### src/rtl/yarp_pkg.sv
// Shared types for the yarp core memory-side blocks.
package yarp_pkg;

    typedef enum logic [1:0] {
        BYTE      = 2'b00,
        HALF_WORD = 2'b01,
        WORD      = 2'b11
    } mem_access_size_t;

    typedef enum logic [1:0] {
        ARB_IDLE,
        ARB_REQ,
        ARB_RSP
    } arb_state_t;

    typedef enum logic {
        OWN_IFU = 1'b0,
        OWN_LSU = 1'b1
    } arb_owner_t;

endpackage

### src/rtl/yarp_arb_starve_ctr.sv
// Saturating count of consecutive arbitrations the IFU lost to the LSU.
// ifu_force tells the arbiter that a pending IFU request must win next time.
module yarp_arb_starve_ctr #(
    parameter int STARVE_MAX = 4
) (
    input  logic clk,
    input  logic reset,
    input  logic arb_en,    // an arbitration decision is taken this cycle
    input  logic ifu_pend,  // IFU was requesting at that decision
    input  logic lsu_win,   // LSU won that decision
    output logic ifu_force
);
    localparam int CW = $clog2(STARVE_MAX + 1);

    logic [CW-1:0] cnt;

    // Count IFU losses, clear whenever the IFU wins or is not asking.
    always_ff @(posedge clk) begin
        if (reset) begin
            cnt <= '0;
        end else if (arb_en) begin
            if (ifu_pend && lsu_win) begin
                if (cnt != CW'(STARVE_MAX)) cnt <= cnt + 1'b1;
            end else begin
                cnt <= '0;
            end
        end
    end

    assign ifu_force = (cnt == CW'(STARVE_MAX));

endmodule

### src/rtl/yarp_mem_arbiter.sv
// Shares the single memory port between instruction fetch and load/store.
// One transaction in flight; LSU has priority unless the IFU is starving.
module yarp_mem_arbiter
    import yarp_pkg::*;
#(
    parameter int ADDR_W     = 32,
    parameter int DATA_W     = 32,
    parameter int STARVE_MAX = 4
) (
    input  logic              clk,
    input  logic              reset,
    input  logic              ifu_req_i,
    input  logic [ADDR_W-1:0] ifu_addr_i,
    output logic              ifu_gnt_o,
    output logic              ifu_rvalid_o,
    output logic [DATA_W-1:0] ifu_rdata_o,
    input  logic              lsu_req_i,
    input  logic [ADDR_W-1:0] lsu_addr_i,
    input  logic              lsu_wr_i,
    input  logic [1:0]        lsu_size_i,
    input  logic [DATA_W-1:0] lsu_wdata_i,
    output logic              lsu_gnt_o,
    output logic              lsu_rvalid_o,
    output logic [DATA_W-1:0] lsu_rdata_o,
    output logic              mem_req_o,
    output logic [ADDR_W-1:0] mem_addr_o,
    output logic              mem_wr_o,
    output logic [1:0]        mem_size_o,
    output logic [DATA_W-1:0] mem_wdata_o,
    input  logic              mem_gnt_i,
    input  logic              mem_rvalid_i,
    input  logic [DATA_W-1:0] mem_rdata_i,
    output logic              proto_err_o
);
    arb_state_t state, state_d;
    arb_owner_t owner;
    logic       load;
    logic       arb_pt, any_req, ifu_force, pick_lsu;
    logic       gnt_take, rsp_take, proto_evt;

    // An arbitration decision happens in IDLE and on the response cycle.
    assign arb_pt   = (state == ARB_IDLE) || (state == ARB_RSP && mem_rvalid_i);
    assign any_req  = ifu_req_i || lsu_req_i;
    assign pick_lsu = lsu_req_i && !(ifu_req_i && ifu_force);

    assign gnt_take  = (state == ARB_REQ) && mem_gnt_i;
    assign rsp_take  = (state == ARB_RSP) && mem_rvalid_i;
    // A response is only legal in RSP; a grant only in REQ. Same-cycle gnt+rvalid
    // in REQ therefore flags the rvalid.
    assign proto_evt = (mem_rvalid_i && state != ARB_RSP) || (mem_gnt_i && state != ARB_REQ);

    yarp_arb_starve_ctr #(.STARVE_MAX(STARVE_MAX)) u_starve (
        .clk       (clk),
        .reset     (reset),
        .arb_en    (arb_pt),
        .ifu_pend  (ifu_req_i),
        .lsu_win   (any_req && pick_lsu),
        .ifu_force (ifu_force)
    );

    // State register.
    always_ff @(posedge clk) begin
        if (reset) state <= ARB_IDLE;
        else       state <= state_d;
    end

    // Next state; re-arbitration on the response cycle goes straight to REQ.
    always_comb begin
        state_d = state;
        load    = 1'b0;
        unique case (state)
            ARB_IDLE: if (any_req) begin
                load    = 1'b1;
                state_d = ARB_REQ;
            end
            ARB_REQ:  if (mem_gnt_i) state_d = ARB_RSP;
            ARB_RSP:  if (mem_rvalid_i) begin
                if (any_req) begin
                    load    = 1'b1;
                    state_d = ARB_REQ;
                end else begin
                    state_d = ARB_IDLE;
                end
            end
            default:  state_d = ARB_IDLE;
        endcase
    end

    // Owner and memory request registers; payload held from load until next load.
    always_ff @(posedge clk) begin
        if (reset) begin
            owner       <= OWN_IFU;
            mem_req_o   <= 1'b0;
            mem_addr_o  <= '0;
            mem_wr_o    <= 1'b0;
            mem_size_o  <= 2'b00;
            mem_wdata_o <= '0;
        end else if (load) begin
            owner       <= pick_lsu ? OWN_LSU : OWN_IFU;
            mem_req_o   <= 1'b1;
            mem_addr_o  <= pick_lsu ? lsu_addr_i : ifu_addr_i;
            mem_wr_o    <= pick_lsu && lsu_wr_i;
            mem_size_o  <= pick_lsu ? lsu_size_i : WORD;
            mem_wdata_o <= pick_lsu ? lsu_wdata_i : '0;
        end else if (gnt_take) begin
            mem_req_o   <= 1'b0;
        end
    end

    // Sticky protocol error flag.
    always_ff @(posedge clk) begin
        if (reset)          proto_err_o <= 1'b0;
        else if (proto_evt) proto_err_o <= 1'b1;
    end

    // Handshakes routed to the latched owner; suppressed while reset is held.
    assign ifu_gnt_o    = !reset && gnt_take && owner == OWN_IFU;
    assign lsu_gnt_o    = !reset && gnt_take && owner == OWN_LSU;
    assign ifu_rvalid_o = !reset && rsp_take && owner == OWN_IFU;
    assign lsu_rvalid_o = !reset && rsp_take && owner == OWN_LSU;
    assign ifu_rdata_o  = mem_rdata_i;
    assign lsu_rdata_o  = mem_rdata_i;

endmodule

### config.mk
export PLATFORM = sky130hd
export DESIGN_NAME = yarp_mem_arbiter
export DESIGN_NICKNAME = d
export VERILOG_FILES = /design/src/rtl/yarp_pkg.sv /design/src/rtl/yarp_arb_starve_ctr.sv /design/src/rtl/yarp_mem_arbiter.sv
export SDC_FILE = /design/constraint.sdc
export NUM_CORES = 1
export LEC_CHECK = 0
export ABC_AREA = 1
export BUFFER_PORTS_ARGS = -buffer_cell sky130_fd_sc_hd__buf_4
export CAP_MARGIN = 25
export CORE_AREA = 5 5 104 106
export CTS_CLUSTER_DIAMETER = 40
export DETAILED_ROUTE_END_ITERATION = 7
export DIE_AREA = 0 0 109 111
export PLACE_DENSITY_LB_ADDON = 0.15
export SYNTH_ARGS = -nofsm -noshare
export SYNTH_HDL_FRONTEND = slang
export SYNTH_HIERARCHICAL = 1
export SYNTH_SLANG_ARGS = --single-unit
### constraint.sdc
create_clock -name clk -period 2.9 [get_ports clk]
set_clock_uncertainty 0.2 [all_clocks]
set_input_delay 0.58 -clock clk [delete_from_list [all_inputs] [get_ports clk]]
set_output_delay 0.58 -clock clk [all_outputs]
set_load 0.05 [all_outputs]
* After elaboration in Yosys (flattened, before gate mapping)
Index checks and enable logic that the tools add are counted.
Storage, ports and cells: bits in registers 75, output and inout bits 137, logic and storage cells 61
Operators by class: equality and inequality tests 10, muxes and demuxes 16, reduce and logical (&&, ||, !) cells 24, add/sub/neg operators 1, bitwise logic cells 1
Operators with widths (number):
- two-way mux 32 bit | 2
- logical AND 1 bit | 15
- != test 2 bit, second input constant | 5
- two-way mux 2 bit | 4
- two-way mux 1 bit | 6
- two-way mux 3 bit | 2
- case mux 2 bit (3 select lines) | 1
- adder 3 x 1 -> 3 bit, second input constant | 1
- == test 3 bit, second input constant | 1
- logical OR 1 bit | 3
- != test 3 bit, second input constant | 1
- AND reduction 3 bit | 1
- == test 2 x 1 -> 1 bit, second input constant | 1
- == test 2 bit, second input constant | 1
- zero test 1 bit | 2
- zero test 2 bit | 1
- != test 2 x 1 -> 1 bit, second input constant | 1
- case mux 1 bit (2 select lines) | 1
- AND reduction 2 bit | 1
- nonzero test 2 bit | 1
- inverter 1 bit | 1

* Depth between registers and ports, before layout
Gate-level depths: netlist of run 1.
word-level depth 8, mapped depth 14, mapped depth without buffers 13

* Cells and area by module
Netlist of run 1, hierarchy kept.
By module, submodules not included:
- yarp_mem_arbiter | cells each 635, seq. area each 1441.4 um^2, area each 3953.8 um^2, times used 1
- yarp_arb_starve_ctr | cells each 32, seq. area each 60.1 um^2, area each 201.4 um^2, times used 1

* Worst setup path before layout of run 1
Ideal clock, no wire load.
kind input to output, start point input port reset, end point output port lsu_rvalid_o, slack -0.197 ns, required time 2.120 ns, stages on the path 2, arrival time 2.317 ns, cell sequence clkbuf_1 > nor4_1
Between the ends: word-level cells in the longest chain between the ends 3
RTL lines:
- from (decl) | line yarp_mem_arbiter.sv:11 | input logic reset,
- zero test 1 bit | line yarp_mem_arbiter.sv:120 | assign lsu_rvalid_o = !reset && rsp_take && owner == OWN_LSU;
- logical AND 1 bit (2 in series) | line yarp_mem_arbiter.sv:120
- to (decl) | line yarp_mem_arbiter.sv:23 | output logic lsu_rvalid_o,
Every way passes these cells.

* Final worst setup path of run 1
start point input port reset, end point output port ifu_gnt_o
Between the ends: word-level cells in the longest chain between the ends 3
RTL lines:
- zero test 1 bit | line yarp_mem_arbiter.sv:117 | assign ifu_gnt_o = !reset && gnt_take && owner == OWN_IFU;
- logical AND 1 bit (2 in series) | line yarp_mem_arbiter.sv:117
- to (decl) | line yarp_mem_arbiter.sv:14 | output logic ifu_gnt_o,
Every way passes these cells.

==> out/metrics.csv, run 1 <==
metric,value,unit
CP Launch Point,reset,
clk root buf,clkbuf_8,
status,"finished, final reports clean",
Chip Width,109,um
Crit path required time,2.12,ns
Syn Nets,806,
fin crit share,83.02,%
Initial Utilization,42.91,%
Nets,906,
Rows,36,
Clock transition at path regs,0.08,ns
post-DR wirelength/cell,12.07,um
post-CTS sizing,0,
initial antenna violation count,0,
Slew headroom,54.31,%
maximum clock path buffer count,2,
worst-margin pin slew,0.6853,ns
final hold vios,0,
Final ANT Viol Nets,0,
H-tree level count,3,
pin count of the biggest net entering global routing,66,
Final setup viols,0,
post-layout min period,2.408,ns
placed insts,889,
syn avg cell area,6.230,sq um
Via density,4.389,
vias in the first global route,3728,
DR iter-0 viols,210,
Routability Congestion,0.7747,
first-pass GRT wire length,17660,um
Max Fclk,415.4,MHz
Skew-Pair Late Insertion Delay,0.33,ns
Finished Layout Cells,905,
Die ar.,12100,sq um
final count of pins violating max slew,0,
async set-reset flop share out of synthesis,0,%
"Top FF cell, synth",dfxtp_1,
RR Startpoint,u_starve/cnt[0],
DRT Pass-1 Iters,4,
post-synthesis sequential area ratio,36.13,%
total power,3.406,mW
number of warnings issued by yosys,6,
total wire length,10930,um
Cell variety after synth,22,
Inserted Clock Buffers,9,
TritonCTS clock tree,built,
Reg2Reg Setup Slack,0.85,ns
DR vias,3972,
Hold Path Class,reg -> reg,
Post-CTS Setup Repair Bufs,0,
cts-stage hold buffer count,0,
drt drc,0,
PD cells,633.9,nW/um^2
Crit path arrival time,1.63,ns
kind of critical path,in -> out,
CP startpoint kind,input port,
I/O Pins,274,
"FF+latch count, synth",75,
leak pwr,2.908,nW
share of cells above drive strength 1,27.59,%
Synth Cell Area,4155,sq um
fillers,936,
Crit Path Max Fanout,39,
Post-synth EDFFs,0,
GRT Total Usage,17.86,%
critical path endpoint category,output pin,
Final HPWL DP,7855,um
die height,111,um
n_diodes,0,
Port-buffer cells,177,
P&R area growth vs syn,29.30,%
total grt overflow,0,
Syn Inst Count,667,
RSZ-0062 raised after global routing,false,
hold_sp,mem_wdata_o[30],
core outline area,9684,sq um
Peak supply drop,0.0003389,V
WHS,0.2670,ns
total clock sinks,75,
max_cap viols,0,
registers in the layout, indices dropped and copies added (netlist names):
name	cells
mem_addr_o	32
state	2
mem_wdata_o	32
proto_err_o	1
u_starve/cnt	3
owner	1
mem_req_o	1
mem_wr_o	1
mem_size_o	2
layer usage:
| metal | GRT usage, % | part of all wire, % | up-vias |
|---|---|---|---|
| met5 | 0 | 0 | - |
| met4 | 5.051 | 1.0 | 0 |
| met3 | 5.882 | 11 | 17 |
| met2 | 29.20 | 46 | 153 |
| met1 | 22.23 | 42 | 1678 |
| li1 | - | - | 2124 |
cell type report:
type | count | area (sq um) | share of cell area [%]
Clock buffer | 12 | 155.1 | 2.888
Tap cell | 133 | 166.4 | 3.097
Multi-Input combinational cell | 413 | 1718 | 31.97
Clock inverter | 4 | 120.1 | 2.236
Sequential cell | 75 | 1501 | 27.95
Inverter | 80 | 300.3 | 5.589
Timing Repair Buffer | 188 | 1411 | 26.27
metrics by stage:
step	setup slack, ns	util (%)	instance area [sq um]	setup TNS [ns]
after floorplan	-0.1967	-	4155	-0.3873
after global placement	0.5025	52.64	5097	0
after detailed placement	0.4926	52.64	5097	0
after CTS	0.4093	55.48	5373	0
after global routing	0.3364	55.48	5373	0
final	0.4924	55.48	5373	0
cells in the mapped netlist (3+ instances only):
library cell  number  area (sq um)
nand2_1          211         792.0
nor2_1           110         412.9
dfxtp_1           75          1501
inv_1             75         281.5
buf_4             65         488.0
nand3_1           41         205.2
a21oi_1           38         190.2
clkbuf_1          17         63.81
buf_2             12         60.06
buf_1              3         11.26
inv_2              3         11.26
kinds of logic (layout without fill, tap and decap cells):
| logic type | after synthesis | in the layout | share of synthesized area (%) |
|---|---|---|---|
| adders and majority gates | 2 | 2 | 0.6021 |
| DFF | 75 | 75 | 36.13 |
| AOI/OAI and AO/OA | 41 | 41 | 5.209 |
| and+or+nand+nor | 370 | 370 | 35.29 |
| buffers and inverters | 179 | 284 | 22.76 |
power by group:
part	switching, mW	total, mW	internal, mW
clock network	0.377	1.08	0.707
registers	0.0633	1.20	1.14
logic	0.745	1.12	0.373
critical path: stages:
cell and delay (ns):
buf_4 0.10, buf_4 0.38, clkinv_1 0.16, nand4_1 0.17, nor2_1 0.06, buf_4 0.19
cells in the final DEF, fill, tap and decap left out:
cell and instances:
a21oi_4 1, inv_2 3, o21ai_0 2, dfxtp_1 75
buf_4 188, a21oi_1 38, nor4_1 2, nand3b_1 1
nor2_2 1, nor2_1 110, clkbuf_1 1, nand4_1 1
nor2_4 1, bufinv_16 4, nand3_1 41, nand2_1 209
ha_1 2, nand2_2 3, clkbuf_8 11, nand2_4 1
clkinv_1 2, inv_1 75
path summary, 6_finish.rpt:
check,to,cells past startpoint
worst max-delay path,ifu_gnt_o,6
worst min-delay path,mem_wdata_o[30],2
worst max register to register,mem_addr_o[31],11
worst min register to register,mem_wdata_o[30],2
Power figures use the tool's default switching activity.
==> run 2, diff against run 1 <==
--- a/config.mk
+++ b/config.mk
@@ -8,10 +8,10 @@
 export ABC_AREA = 1
 export BUFFER_PORTS_ARGS = -buffer_cell sky130_fd_sc_hd__buf_4
 export CAP_MARGIN = 25
-export CORE_AREA = 5 5 104 106
+export CORE_MARGIN = 5
+export CORE_UTILIZATION = 38
 export CTS_CLUSTER_DIAMETER = 40
 export DETAILED_ROUTE_END_ITERATION = 7
-export DIE_AREA = 0 0 109 111
 export PLACE_DENSITY_LB_ADDON = 0.15
 export SYNTH_ARGS = -nofsm -noshare
 export SYNTH_HDL_FRONTEND = slang
==> constraint.sdc (replaced) <==
create_clock -name clk -period 2.08 [get_ports clk]
set_clock_uncertainty 0.2 [all_clocks]
set_input_delay 0.416 -clock clk [delete_from_list [all_inputs] [get_ports clk]]
set_output_delay 0.416 -clock clk [all_outputs]
set_load 0.05 [all_outputs]
==> run 2 against run 1 <==
Via count grew 1.9%. Total power grew 38%. Count of clock-buffer cells in the layout is the same. Cell area grew 0.61%. Combinational power grew 41%. Flip-flop and latch count is the same. Sequential power grew 40%. Hold slack lost 0.17 ns. Global-route usage shrank 1.1 points. Register-to-register slack lost 0.68 ns. Critical path type is now reg -> out.
==> out/metrics.csv, run 2 (synthesized netlist as in run 1, its figures left out) <==
metric,value,unit,change
status,"finished, final reports clean",,
final hold vios,0,,unchanged
fillers,1105,,+18%
initial antenna violation count,0,,unchanged
GRT Total Usage,16.76,%,-1.1 points
Port-buffer cells,177,,unchanged
clock share of power,30.3,%,-1.5 points
total clock sinks,75,,unchanged
first-pass GRT wire length,17900,um,+1.4%
total power,4.689,mW,+38%
DR iter-0 viols,249,,+19%
post-CTS sizing,0,,unchanged
Routability Congestion,0.8504,,+9.8%
post-DR wirelength/cell,12.50,um,+3.5%
P&R area growth vs syn,30.08,%,
total grt overflow,0,,unchanged
CP startpoint kind,flop,,
post-layout min period,1.935,ns,
Hold Path Class,in -> reg,,
"Slowest-stage cell, CP",dfxtp_1,,
CP peak stage delay,0.44,ns,+0.06 ns
Die ar.,13130,sq um,+8.5%
H-tree level count,3,,unchanged
Max Fclk,516.9,MHz,
Via density,4.440,,+1.2%
Nets,906,,unchanged
clk root buf,clkbuf_8,,
max_cap viols,0,,unchanged
Crit path arrival time,1.32,ns,-0.31 ns
critical path endpoint category,output pin,,
Final ANT Viol Nets,0,,unchanged
vias in the first global route,3742,,+0.38%
worst setup slack after placement,0.1985,ns,-0.2941 ns
kind of critical path,reg -> out,,
Inserted Clock Buffers,9,,unchanged
Rows,38,,+5.6%
sw power,1.672,mW,+41%
Comb pwr share,33.8,%,+1.0 points
Clock transition at path regs,0.08,ns,about the same
drt drc,0,,unchanged
most frequent cells in the layout,"nand2_1, buf_4, nor2_1, inv_1, dfxtp_1",,
Final HPWL DP,8363,um,+6.5%
Final setup viols,0,,unchanged
Crit Path Max Fanout,5,,-87%
critical path's top delay family,flip-flops,,
Buf/Inv on CP,1,,-3
"Cell Chain, Critical Path","nand2_1, nor4_2, buf_4",,
Final WS setup,0.1454,ns,-0.3470 ns
DRT Pass-1 Iters,5,,+1
WHS,0.09689,ns,-0.1701 ns
pin count of the biggest net entering global routing,55,,-17%
Chip Width,114.6,um,+5.1%
maximum clock path buffer count,2,,unchanged
TritonCTS clock tree,built,,
Skew-Pair Late Insertion Delay,0.34,ns,about the same
total wire length,11400,um,+4.3%
PD cells,867.4,nW/um^2,+37%
Flop pwr share,35.9,%,+0.6 points
largest registers,"mem_addr_o: 32 flops, mem_wdata_o: 32 flops, u_starve/cnt: 3 flops",,
internal power,3.017,mW,+36%
post-route cell area,5405,sq um,+0.61%
sw frac,35.66,%,+0.86 points
leak pwr,2.914,nW,+0.23%
I/O Pins,274,,unchanged
worst-margin pin slew,0.3928,ns,-0.2925 ns
Initial Utilization,38.50,%,-4.4 points
fin crit share,93.01,%,
n_diodes,0,,unchanged
Slew headroom,73.82,%,+20 points
share of cells above drive strength 1,28.11,%,+0.52 points
"commonest non-fill, non-tap cell in the layout",nand2_1,,
final count of pins violating max slew,0,,unchanged
Post-CTS Setup Repair Bufs,0,,unchanged
core outline area,10790,sq um,+11%
die height,114.6,um,+3.2%
cts-stage hold buffer count,0,,unchanged
DR vias,4049,,+1.9%
RSZ-0062 raised after global routing,false,,
Post-DP Area,5144,sq um,+0.91%
Peak supply drop,0.0003331,V,-1.7%
Crit path required time,1.46,ns,-0.66 ns
## run 2: cell type report
class | count | area (sq um) | area share [%]
multi-input combinational | 413 | 1730 | 32.01
clock inverter | 4 | 95.09 | 1.759
timing repair buffer | 188 | 1436 | 26.57
sequential | 75 | 1503 | 27.80
inverter | 80 | 300.3 | 5.556
clock buffer | 12 | 165.2 | 3.056
tap | 140 | 175.2 | 3.241
## run 2: per-stage QoR
stage | setup TNS [ns] | utilization (%) | instances
after global placement | 0 | 47.66 | 896
after global routing | 0 | 50.08 | 912
after CTS | 0 | 50.07 | 912
final | 0 | 50.08 | 912
after detailed placement | 0 | 47.66 | 896
after floorplan | -0.2631 | - | 667
## run 2: worst paths after layout
check / from / to / slack (ns) / depth (start not counted)
min: lsu_size_i[0] / mem_size_o[0] / 0.1 / 3
max reg2reg: u_starve/cnt[0] / mem_addr_o[23] / 0.17 / 12
min reg2reg: mem_wdata_o[2] / mem_wdata_o[2] / 0.27 / 2
max: state[1] / ifu_rvalid_o / 0.15 / 3
## run 2: worst register-to-register path, cell delays in order, from the launching register on
cell and delay [ns]:
dfxtp_1 0.33, inv_1 0.09, ha_1 0.16, nand2_2 0.06, inv_2 0.06, nand2_1 0.06, nand2_2 0.16, clkinv_1 0.16
buf_4 0.23, nand2_1 0.08, nand2_1 0.06, nor2_1 0.10, nor2_1 0.06
## run 2: routing by layer
| layer | global-route usage, % | vias to the layer above | wire (um) |
|---|---|---|---|
| li1 | - | 2124 | - |
| met1 | 20.62 | 1748 | 4777 |
| met2 | 26.78 | 152 | 5276 |
| met3 | 5.391 | 25 | 1120 |
| met4 | 7.363 | 0 | 226 |
| met5 | 0 | - | 0 |
## run 2: power groups by stage
stage	Sequential [mW]	Clock [mW]	Combinational, mW
after CTS	1.68	1.46	1.60
after floorplan	2.19	0	0.911
after detailed placement	1.71	0	1.59
after global placement	1.71	0	1.58
final	1.68	1.42	1.58
after global routing	1.70	1.53	1.72
